[src/rtl/pipe_stage_chain_pkg.sv]
// Shared types and helpers for the pipeline register chain and the hazard unit.
package pipe_stage_chain_pkg;

  localparam int MAX_SLOTS = 64;

  typedef struct packed {
    logic hold;
    logic flush;
  } stage_ctrl_t;

  // Population count over up to MAX_SLOTS valid bits; callers zero-extend narrower vectors.
  function automatic logic [6:0] popcount(input logic [MAX_SLOTS-1:0] bits);
    logic [6:0] n;
    n = '0;
    for (int i = 0; i < MAX_SLOTS; i++) begin
      n = n + 7'(bits[i]);
    end
    return n;
  endfunction

endpackage

[src/rtl/pipe_stage_chain_slot.sv]
// One pipeline slot: valid bit plus payload, with load / clear / keep select.
module pipe_slot #(
  parameter int WIDTH      = 32,
  parameter bit RESET_DATA = 1'b0
) (
  input  logic             clk,
  input  logic             rst,
  input  logic             load,
  input  logic             clear,
  input  logic [WIDTH-1:0] d,
  output logic             valid,
  output logic [WIDTH-1:0] data
);

  // NOTE: state registers use non-blocking assignments so every slot samples pre-edge values.
  always_ff @(posedge clk or posedge rst) begin
    if (rst) begin
      valid <= 1'b0;
    end else if (load) begin
      valid <= 1'b1;
    end else if (clear) begin
      valid <= 1'b0;
    end
  end

  generate
    if (RESET_DATA) begin : g_rst_data
      always_ff @(posedge clk or posedge rst) begin
        if (rst) begin
          data <= '0;
        end else if (load) begin
          data <= d;
        end
      end
    end else begin : g_no_rst_data
      // NOTE: payload is qualified by valid, so leaving it out of reset saves reset fan-out.
      always_ff @(posedge clk) begin
        if (load) begin
          data <= d;
        end
      end
    end
  endgenerate

endmodule

[src/rtl/pipe_stage_chain.sv]
// In-order pipeline register chain with per-slot hold/flush and optional bubble collapsing.
module pipe_stage_chain
  import pipe_stage_chain_pkg::*;
#(
  parameter int WIDTH      = 32,
  parameter int STAGES     = 4,
  parameter bit COLLAPSE   = 1'b1,
  parameter bit RESET_DATA = 1'b0
) (
  input  logic                         clk,
  input  logic                         rst,
  input  logic                         in_valid,
  output logic                         in_ready,
  input  logic [WIDTH-1:0]             in_data,
  output logic                         out_valid,
  input  logic                         out_ready,
  output logic [WIDTH-1:0]             out_data,
  input  logic [STAGES-1:0]            hold,
  input  logic [STAGES-1:0]            flush,
  output logic [STAGES-1:0]            stage_valid,
  output logic [STAGES*WIDTH-1:0]      stage_data,
  output logic [$clog2(STAGES+1)-1:0]  occupancy
);

  localparam int OCC_W = $clog2(STAGES+1);

  stage_ctrl_t        ctrl   [STAGES];
  logic [WIDTH-1:0]   slot_d [STAGES];
  logic [WIDTH-1:0]   slot_q [STAGES];
  logic [STAGES-1:0]  v, go, rdy, load, clear, v_next;
  logic               accept;

  // Ready ripples from the tail toward slot 0; dn is the readiness of the next-older slot.
  always_comb begin
    logic dn;
    logic chain_ok;
    // NOTE: every combinational output gets a default first so no path infers a latch.
    dn       = out_ready;
    chain_ok = out_ready;
    go       = '0;
    rdy      = '0;
    for (int i = STAGES-1; i >= 0; i--) begin
      go[i] = v[i] & ~ctrl[i].hold & ~ctrl[i].flush & dn;
      if (COLLAPSE) begin
        rdy[i] = ~v[i] | ctrl[i].flush | go[i];
      end else begin
        chain_ok = chain_ok & (~v[i] | ctrl[i].flush | ~ctrl[i].hold);
        rdy[i]   = chain_ok;
      end
      dn = rdy[i];
    end
  end

  assign accept = in_valid & rdy[0];
  assign clear  = go | flush;
  assign v_next = load | (v & ~clear);

  generate
    for (genvar i = 0; i < STAGES; i++) begin : g_slot
      assign ctrl[i] = '{hold: hold[i], flush: flush[i]};

      if (i == 0) begin : g_head
        assign load[i]   = accept;
        assign slot_d[i] = in_data;
      end else begin : g_body
        assign load[i]   = go[i-1];
        assign slot_d[i] = slot_q[i-1];
      end

      pipe_slot #(
        .WIDTH      (WIDTH),
        .RESET_DATA (RESET_DATA)
      ) u_slot (
        .clk   (clk),
        .rst   (rst),
        .load  (load[i]),
        .clear (clear[i]),
        .d     (slot_d[i]),
        .valid (v[i]),
        .data  (slot_q[i])
      );

      assign stage_data[i*WIDTH +: WIDTH] = slot_q[i];
    end
  endgenerate

  always_ff @(posedge clk or posedge rst) begin
    if (rst) begin
      occupancy <= '0;
    end else begin
      occupancy <= OCC_W'(popcount(MAX_SLOTS'(v_next)));
    end
  end

  // Upstream sees ready throughout reset even when a rigid chain would be blocked.
  assign in_ready    = rdy[0] | rst;
  assign out_valid   = v[STAGES-1] & ~hold[STAGES-1] & ~flush[STAGES-1];
  assign out_data    = slot_q[STAGES-1];
  assign stage_valid = v;

endmodule

[config.mk]
export PLATFORM = sky130hd
export DESIGN_NAME = pipe_stage_chain
export DESIGN_NICKNAME = d
export VERILOG_FILES = /design/src/rtl/pipe_stage_chain_pkg.sv /design/src/rtl/pipe_stage_chain_slot.sv /design/src/rtl/pipe_stage_chain.sv
export SDC_FILE = /design/constraint.sdc
export NUM_CORES = 1
export LEC_CHECK = 0
export CORE_ASPECT_RATIO = 1.1
export CORE_MARGIN = 4
export CORE_UTILIZATION = 35
export DETAILED_ROUTE_END_ITERATION = 8
export PLACE_DENSITY = 0.76
export RECOVER_POWER = 50
export SLEW_MARGIN = 20
export SYNTH_ARGS = -nofsm -noshare
export SYNTH_HDL_FRONTEND = slang
export SYNTH_SLANG_ARGS = --single-unit
[constraint.sdc]
create_clock -name clk -period 9.2 [get_ports clk]
set_input_delay 2.76 -clock clk [delete_from_list [all_inputs] [get_ports clk]]
set_output_delay 2.76 -clock clk [all_outputs]
set_load 0.01 [all_outputs]
==> flow_metrics.tcl, run 1 <==
set metrics [dict create \
    cts_sinks 135 \
    ys_seq_area_frac 0.877 \
    power.density_mw_per_mm2 197 \
    yosys.area_share.simple 0.0219 \
    drt_wl_total_um 11400 \
    ys_types 25 \
    synth_compound_area_frac 0.0279 \
    drcViolationCount 0 \
    tightest_slew_ns 1.24 \
    critPathRequiredTime_ns 6.44 \
    numCtsBuffers 17 \
    synth_adder_area_share 0.00983 \
    routedWlPerCell_um 19.6 \
    ant_nets 0 \
    gp_congestion 0.888 \
    cts_root_buffer "clkbuf_16" \
    grt_first_pass_wirelength_um 16100 \
    clk_pin_slew_ns 0.05 \
    htree_num_levels 4 \
    grt_max_degree 33 \
    syn_nets 259 \
    cts_resized 0 \
    port_buffers 212 \
    post_drt_via_cell_ratio 4.50 \
    min_path_type "reg2reg" \
    n_fill_cell 996 \
    synth_xor_area_frac 0 \
    nNetsFinal 457 \
    placed_area_mm2 0.00668 \
    die_w_um 117 \
    drive_above_1_share 0.0829 \
    yosysWarningCount 0 \
    dr.pass1.iters 4 \
    chipHeight_um 128 \
    avgSynthCellArea_um2 21.6 \
    synth_top_family_by_area "buffers and inverters" \
    setup_viol 0 \
    io_pins 213 \
    drv_slew 0 \
    core_mm2 0.0127 \
    antenna_found_initial 1 \
    rows 43 \
    hold_viol 0 \
    syn_to_final_growth_pct 59.3 \
    synthCells 212 \
    clockBufferDepth 2 \
    startpoint_type "input pin" \
    layout_setup_ws_ns 1.95 \
    p_leak_nw 2.58 \
    rsz0062_at_grt "no" \
    finClkSkew_ns 0.0105 \
    period_needed_ns 7.25 \
    pre_cts_ws_ns 1.95 \
    worst-setup-path-type "in2out" \
    ctsHoldBuffers 0 \
    detailroute.via_count 2608 \
    post-route-period-util 0.788 \
    clk_latency_ns 0.40 \
    grt_usage 0.150 \
    setup-tns-final_ns 0 \
    drtIter0Drc 119 \
    initial_utilization 0.361 \
    dpl.hpwl_um 8750 \
    cts_setup_buffers 0 \
    cp_max_fo 7 \
    cp-end-kind "output pin" \
    synthMuxAreaShare 0 \
    cp.arrival_ns 4.49 \
    grt_pass1_vias 2715 \
    slew_headroom 0.176 \
    final_area_mm2 0.00730 \
    ir_drop_mv 0.0885 \
    cap_violations 0 \
    fmax_mhz 138 \
    dieArea_mm2 0.0150 \
    netlist_area_mm2 0.00458 \
    grt-ovfl-total 0 \
    finalPower_mw 1.44 \
    outcome "finished clean" \
    cts_tree "built" \
    ys_ff_latch 135 \
]
per-layer routing:
layer,track usage,wire [µm]
met5,0,0
met3,0.0345,476
met4,0.0762,276
met1,0.164,4080
met2,0.270,6530
cell families after synthesis:
family	Yosys count
AOI/OAI and AO/OA	17
adders and majority gates	3
buffers and inverters	41
DFF	135
and+or+nand+nor	16
per-stage QoR:
step / utilization / hold WS [ns] / std cells
after global placement: 0.526 / 0.429 / 546
after global routing: 0.575 / 0.451 / 580
after CTS: 0.571 / 0.445 / 577
after floorplan: - / 0.499 / 212
after detailed placement: 0.526 / 0.434 / 546
final: 0.575 / 0.438 / 580
final timing paths:
| path | start | to | slack (ns) | depth (start not counted) |
|---|---|---|---|---|
| max reg2reg | g_slot[3].u_slot.valid$_DFFE_PP0P_ | occupancy[1]$_DFF_PP0_ | 6.60 | 7 |
| min | g_slot[1].u_slot.data[5]$_DFFE_PP_ | g_slot[2].u_slot.data[5]$_DFFE_PP_ | 0.44 | 0 |
| max | hold[0] | in_ready | 1.95 | 4 |
| min reg2reg | g_slot[1].u_slot.data[5]$_DFFE_PP_ | g_slot[2].u_slot.data[5]$_DFFE_PP_ | 0.44 | 0 |
| min in group asynchronous | rst | g_slot[2].u_slot.valid$_DFFE_PP0P_ | 2.75 | 2 |
| max in group asynchronous | rst | g_slot[3].u_slot.valid$_DFFE_PP0P_ | 6.21 | 2 |
state kept, by name, indices dropped and copies added (netlist names):
name,cells
occupancy,3
g_slot.u_slot.valid,4
g_slot.u_slot.data,128
power by group:
part | internal, mW | switching (mW)
Clock | 0.420 | 0.229
Combinational | 0.0466 | 0.0382
Sequential | 0.694 | 0.00988
worst max-delay path, stage by stage:
cell,delay [ns]
clkdlybuf4s50_1,0.55
or3_1,0.41
o2111ai_1,0.18
clkdlybuf4s50_1,0.59
Yosys cell counts (all sizes together):
cell | number | share of area
o21ai | 3 | 0.0041
nand2b | 5 | 0.0068
o211a | 1 | 0.0022
nor2 | 5 | 0.0041
buf | 36 | 0.059
inv | 5 | 0.0041
o21a | 1 | 0.0016
fa | 1 | 0.0044
a221oi | 2 | 0.0038
nor2b | 5 | 0.0096
a2bb2oi | 1 | 0.0019
or3 | 1 | 0.0014
ha | 2 | 0.0055
edfxtp | 128 | 0.84
a21bo | 1 | 0.0022
a21boi | 1 | 0.0016
a21o | 1 | 0.0016
o22ai | 1 | 0.0014
o2111ai | 1 | 0.0019
dfrtp | 7 | 0.038
a21oi | 3 | 0.0033
a221o | 1 | 0.0022
cells in the final DEF, fill, tap and decap left out, types with 3 or more instances in the layout:
master           instances
bufinv_16                3
clkbuf_1                 3
clkbuf_16               17
clkdlybuf4s50_1        105
clkinv_1                 3
clkinv_2                 3
dfrtp_1                  7
dlygate4sd3_1          107
edfxtp_1               128
inv_1                    5
nand2b_1                 5
nor2_1                   4
o21ai_0                  3
final cells by class:
| cell class | count | area [µm²] | share of cell area |
|---|---|---|---|
| timing repair buffer | 215 | 2180 | 0.299 |
| multi-input combinational | 36 | 305 | 0.0418 |
| tap | 157 | 196 | 0.0269 |
| antenna | 1 | 2.50 | 0.000343 |
| clock buffer | 20 | 437 | 0.0599 |
| clock inverter | 11 | 133 | 0.0182 |
| inverter | 5 | 18.8 | 0.00257 |
| sequential | 135 | 4020 | 0.551 |
No activity file was read; power rests on OpenSTA's default activity.
==> run 2: changes to the inputs <==
--- a/config.mk
+++ b/config.mk
@@ -9,7 +9,7 @@
 export CORE_MARGIN = 4
 export CORE_UTILIZATION = 35
 export DETAILED_ROUTE_END_ITERATION = 8
-export PLACE_DENSITY = 0.76
+export PLACE_DENSITY = 0.79
 export RECOVER_POWER = 50
 export SLEW_MARGIN = 20
 export SYNTH_ARGS = -nofsm -noshare
==> constraint.sdc (replaced) <==
create_clock -name clk -period 6.5 [get_ports clk]
set_input_delay 1.95 -clock clk [delete_from_list [all_inputs] [get_ports clk]]
set_output_delay 1.95 -clock clk [all_outputs]
set_load 0.01 [all_outputs]
==> run 2 against run 1 <==
Effect of this change:
- global-route usage increased by 0.23 points
- utilization increased by 0.28 points
- non-clock buffer count decreased by 2
- design area increased by 0.48%
- first-iteration DRC count decreased by 42%
- hold slack improved by 0.0018 ns
- clock skew about the same
==> flow_metrics.tcl, run 2 (synthesized netlist as in run 1, its figures left out) <==
set metrics [dict create \
    outcome "finished clean" \
    rsz0062_at_grt "no" \
    pre_cts_ws_ns 0.908 \
    grt_first_pass_wirelength_um 16300 \
    dr_wl_met3_um 510 \
    critPathRequiredTime_ns 4.55 \
    clk_latency_ns 0.41 \
    clockPowerShare 0.483 \
    finClkSkew_ns 0.0101 \
    cts_root_buffer "clkbuf_16" \
    io_pins 213 \
    grt_pass1_vias 2676 \
    cts_resized 0 \
    p_sw_frac 0.197 \
    drt_wl_total_um 11300 \
    antenna_found_initial 0 \
    core_mm2 0.0127 \
    reg_top3 "g_slot.u_slot.data: 128 flops, g_slot.u_slot.valid: 4 flops, occupancy: 3 flops" \
    cts_sinks 135 \
    setup_viol 0 \
    tightest_slew_ns 1.07 \
    layout_setup_ws_ns 0.892 \
    placed_area_mm2 0.00668 \
    post-route-period-util 0.863 \
    crit_family "buffers and inverters" \
    dr.pass1.iters 4 \
    cp.arrival_ns 3.66 \
    n_fill_cell 976 \
    layout_common_cells "edfxtp_1 (128), dlygate4sd3_1 (115), clkdlybuf4s50_1 (97), clkbuf_16 (17), dfrtp_1 (7)" \
    drcViolationCount 0 \
    slew_headroom 0.287 \
    min_path_type "reg2reg" \
    ant_nets 0 \
    die_w_um 117 \
    cts_setup_buffers 0 \
    met2_wirelength_um 6170 \
    routedWlPerCell_um 19.5 \
    gp_congestion 0.864 \
    nNetsFinal 455 \
    cp-end-kind "output pin" \
    cp_max_fo 7 \
    drv_slew 0 \
    fmax_mhz 178 \
    slowest_delay_ns 0.56 \
    port_buffers 212 \
    cp_num_buf_inv 2 \
    p_int_mw 1.73 \
    p_switching_mw 0.424 \
    period_needed_ns 5.61 \
    p_seq_frac 0.463 \
    startpoint_type "input pin" \
    grt_usage 0.153 \
    grt_max_degree 33 \
    p_comb_frac 0.054 \
    ir_drop_mv 0.186 \
    power.density_mw_per_mm2 294 \
    cp_cell_sequence "clkdlybuf4s50_1 > or3_1 > o2111ai_1 > clkdlybuf4s50_1" \
    wirelength_met1_um 4200 \
    syn_to_final_growth_pct 60.0 \
    numCtsBuffers 17 \
    dpl.hpwl_um 8690 \
    clk_pin_slew_ns 0.06 \
    htree_num_levels 4 \
    cap_violations 0 \
    diodes 0 \
    fin_hold_ws_ns 0.440 \
    setup-tns-final_ns 0 \
    placed_cells 546 \
    critPathMostFrequentCell "clkdlybuf4s50_1" \
    top_register "g_slot.u_slot.data" \
    clockBufferDepth 2 \
    final_cells 578 \
    finalPower_mw 2.15 \
    final_area_mm2 0.00733 \
    largest_register_ffs 128 \
    post_drt_via_cell_ratio 4.43 \
    initial_utilization 0.361 \
    detailroute.via_count 2560 \
    final_common_cell "edfxtp_1" \
    topRoutingLayerUsed "met4" \
    final_util 0.577 \
    dieArea_mm2 0.0150 \
    grt-ovfl-total 0 \
    hold_viol 0 \
    p_leak_nw 2.60 \
    cts_tree "built" \
    ctsHoldBuffers 0 \
    drive_above_1_share 0.0950 \
    rows 43 \
    drtIter0Drc 69 \
    crit_slowest_cell "clkdlybuf4s50_1" \
    chipHeight_um 128 \
    worst-setup-path-type "in2out" \
]
run 2: final timing paths:
kind / from / endpoint / slack (ns) / cells past startpoint
worst max-delay path: hold[0] / in_ready / 0.89 / 4
worst min-delay path: g_slot[0].u_slot.data[16]$_DFFE_PP_ / g_slot[1].u_slot.data[16]$_DFFE_PP_ / 0.44 / 0
worst max register to register: g_slot[3].u_slot.valid$_DFFE_PP0P_ / occupancy[1]$_DFF_PP0_ / 3.75 / 7
worst min register to register: g_slot[0].u_slot.data[16]$_DFFE_PP_ / g_slot[1].u_slot.data[16]$_DFFE_PP_ / 0.44 / 0
max in group asynchronous: rst / g_slot[1].u_slot.valid$_DFFE_PP0P_ / 4.28 / 2
min in group asynchronous: rst / occupancy[0]$_DFF_PP0_ / 1.97 / 2
run 2: power by group through the flow:
stage	clock network [mW]	registers, mW	logic (mW)
floorplan	0	1.02	0.0237
global placement	0	1.01	0.124
detailed placement	0	1.02	0.127
CTS	1.06	0.998	0.128
global route	1.11	1.00	0.123
finish	1.04	0.997	0.116
run 2: area by class of cell:
| type | instances | area (µm²) | share of cell area |
|---|---|---|---|
| inverters | 5 | 18.8 | 0.00256 |
| repair buffers | 213 | 2130 | 0.290 |
| multi-input cells | 36 | 314 | 0.0428 |
| clock buffers | 17 | 425 | 0.0580 |
| flip-flops and latches | 135 | 4020 | 0.548 |
| clock inverters | 15 | 228 | 0.0311 |
| well taps | 157 | 196 | 0.0268 |
run 2: routing by layer:
metal  track usage  vias up
met5             0        -
met4        0.0796        0
met3        0.0425       26
met2         0.259      109
met1         0.174     1258
li1              -     1167
run 2: worst register-to-register path, stage by stage, from the launching register on:
cell	delay, ns
dfrtp_1	0.37
nand2b_1	0.13
o21ai_0	0.80
a21boi_0	0.28
fa_1	0.56
inv_1	0.04
ha_1	0.19
ha_1	0.27
==> run 3: changes to the inputs <==
--- a/config.mk
+++ b/config.mk
@@ -9,8 +9,10 @@
 export CORE_MARGIN = 4
 export CORE_UTILIZATION = 35
 export DETAILED_ROUTE_END_ITERATION = 8
-export PLACE_DENSITY = 0.79
+export DONT_BUFFER_PORTS = 1
+export PLACE_DENSITY = 0.57
 export RECOVER_POWER = 50
+export SKIP_CTS_REPAIR_TIMING = 1
 export SLEW_MARGIN = 20
 export SYNTH_ARGS = -nofsm -noshare
 export SYNTH_HDL_FRONTEND = slang
==> run 3 against run 2 <==
Effect of this change:
- sequential cell count unchanged
- non-clock buffer count is 210 lower
- setup slack improved by 1.1 ns
- global-route usage shrank 4.2 points
- die area unchanged
==> flow_metrics.tcl, run 3 (synthesized netlist as in run 1, its figures left out) <==
set metrics [dict create \
    chipHeight_um 128 \
    final_util 0.406 \
    tightest_slew_ns 0.994 \
    rows 43 \
    drt_wl_total_um 8210 \
    routedWlPerCell_um 22.3 \
    port_buffers 0 \
    final_common_cell "edfxtp_1" \
    fmax_mhz 220 \
    outcome "finished clean" \
    min_path_type "reg2reg" \
    n_fill_cell 1104 \
    post_drt_via_cell_ratio 4.82 \
    clk_latency_ns 0.40 \
    dpl.hpwl_um 6110 \
    clk_pin_slew_ns 0.05 \
    cts_root_buffer "clkbuf_16" \
    layout_setup_ws_ns 1.95 \
    cap_violations 0 \
    reg_top3 "g_slot.u_slot.data: 128 flops, g_slot.u_slot.valid: 4 flops, occupancy: 3 flops" \
    initial_utilization 0.361 \
    cts_sinks 135 \
    grt_pass1_vias 1901 \
    final_cells 368 \
    multi_input_area_um2 317 \
    grt-ovfl-total 0 \
    power.density_mw_per_mm2 374 \
    cp_max_fo 5 \
    clockBufferDepth 2 \
    cp.arrival_ns 2.60 \
    critPathRequiredTime_ns 4.55 \
    layout_common_cells "edfxtp_1 (128), clkbuf_16 (17), dfrtp_1 (7), nand2b_1 (5), inv_1 (5)" \
    regArea_mm2 0.00402 \
    finalPower_mw 1.93 \
    nNetsFinal 245 \
    dieArea_mm2 0.0150 \
    hold_viol 0 \
    crit_slowest_cell "or3_1" \
    placed_cells 335 \
    die_w_um 117 \
    io_pins 213 \
    drive_above_1_share 0.185 \
    drv_slew 0 \
    grt_first_pass_wirelength_um 11500 \
    dr.pass1.iters 4 \
    crit_family "simple AND/OR/NAND/NOR gates" \
    grt_usage 0.111 \
    diodes 0 \
    numCtsBuffers 17 \
    pre_cts_ws_ns 1.94 \
    rsz0062_at_grt "no" \
    slowest_delay_ns 0.35 \
    core_mm2 0.0127 \
    setup_viol 0 \
    top_register "g_slot.u_slot.data" \
    cp_cell_sequence "or3_1 > o2111ai_1" \
    p_leak_nw 1.71 \
    antenna_found_initial 0 \
    setup-tns-final_ns 0 \
    gp_congestion 0.814 \
    drtIter0Drc 128 \
    htree_num_levels 4 \
    startpoint_type "input pin" \
    cp-end-kind "output pin" \
    ir_drop_mv 0.161 \
    post-route-period-util 0.700 \
    cts_tree "built" \
    slew_headroom 0.330 \
    ant_nets 0 \
    largest_register_ffs 128 \
    period_needed_ns 4.55 \
    detailroute.via_count 1775 \
    finClkSkew_ns 0.00781 \
    cp_num_buf_inv 0 \
    worst-setup-path-type "in2out" \
    syn_to_final_growth_pct 12.6 \
    grt_max_degree 33 \
    drcViolationCount 0 \
]
-- run 3: cell count changes in the layout (fill, tap and decap cells not counted), sizes merged --
cell,change
clkdlybuf4s50,-97
inv,-1
bufinv,-3
dlygate4sd3,-115
buf,+2
clkinv,+2
clkbuf,+2
-- run 3: area by class of cell --
cell class / instances / share of cell area
Timing Repair Buffer: 3 / 0.00825
Sequential cell: 135 / 0.779
Clock inverter: 13 / 0.0257
Inverter: 5 / 0.00364
Tap cell: 157 / 0.0381
Clock buffer: 19 / 0.0839
Multi-Input combinational cell: 36 / 0.0614
-- run 3: final timing paths --
path | from | to | slack (ns) | cells past startpoint
setup / recovery | hold[2] | in_ready | 1.95 | 2
hold / removal | g_slot[1].u_slot.data[11]$_DFFE_PP_ | g_slot[2].u_slot.data[11]$_DFFE_PP_ | 0.52 | 0
setup reg to reg | g_slot[3].u_slot.valid$_DFFE_PP0P_ | occupancy[1]$_DFF_PP0_ | 3.66 | 7
hold reg to reg | g_slot[1].u_slot.data[11]$_DFFE_PP_ | g_slot[2].u_slot.data[11]$_DFFE_PP_ | 0.52 | 0
max in group asynchronous | rst | g_slot[2].u_slot.valid$_DFFE_PP0P_ | 4.90 | 1
min in group asynchronous | rst | occupancy[0]$_DFF_PP0_ | 1.37 | 1
-- run 3: per-layer routing --
layer,GRT usage,up-vias,part of all wire
met5,0,-,0
met4,0.0655,0,0.027
met3,0.0722,18,0.13
met2,0.172,143,0.49
met1,0.111,870,0.35
li1,-,744,-
-- run 3: metrics by stage --
step	hold WS [ns]	instance area, µm²
6_report	0.525	5160
5_1_grt	0.533	5160
4_1_cts	0.530	5130
3_5_place_dp	0.513	4570
3_3_place_gp	0.520	4570
2_1_floorplan	0.499	4580
-- run 3: report_power, final --
group / leakage (nW) / switching (mW) / internal, mW
registers: 1.27 / 0.0309 / 0.984
logic: 0.167 / 0.0212 / 0.00850
clock network: 0.272 / 0.326 / 0.560
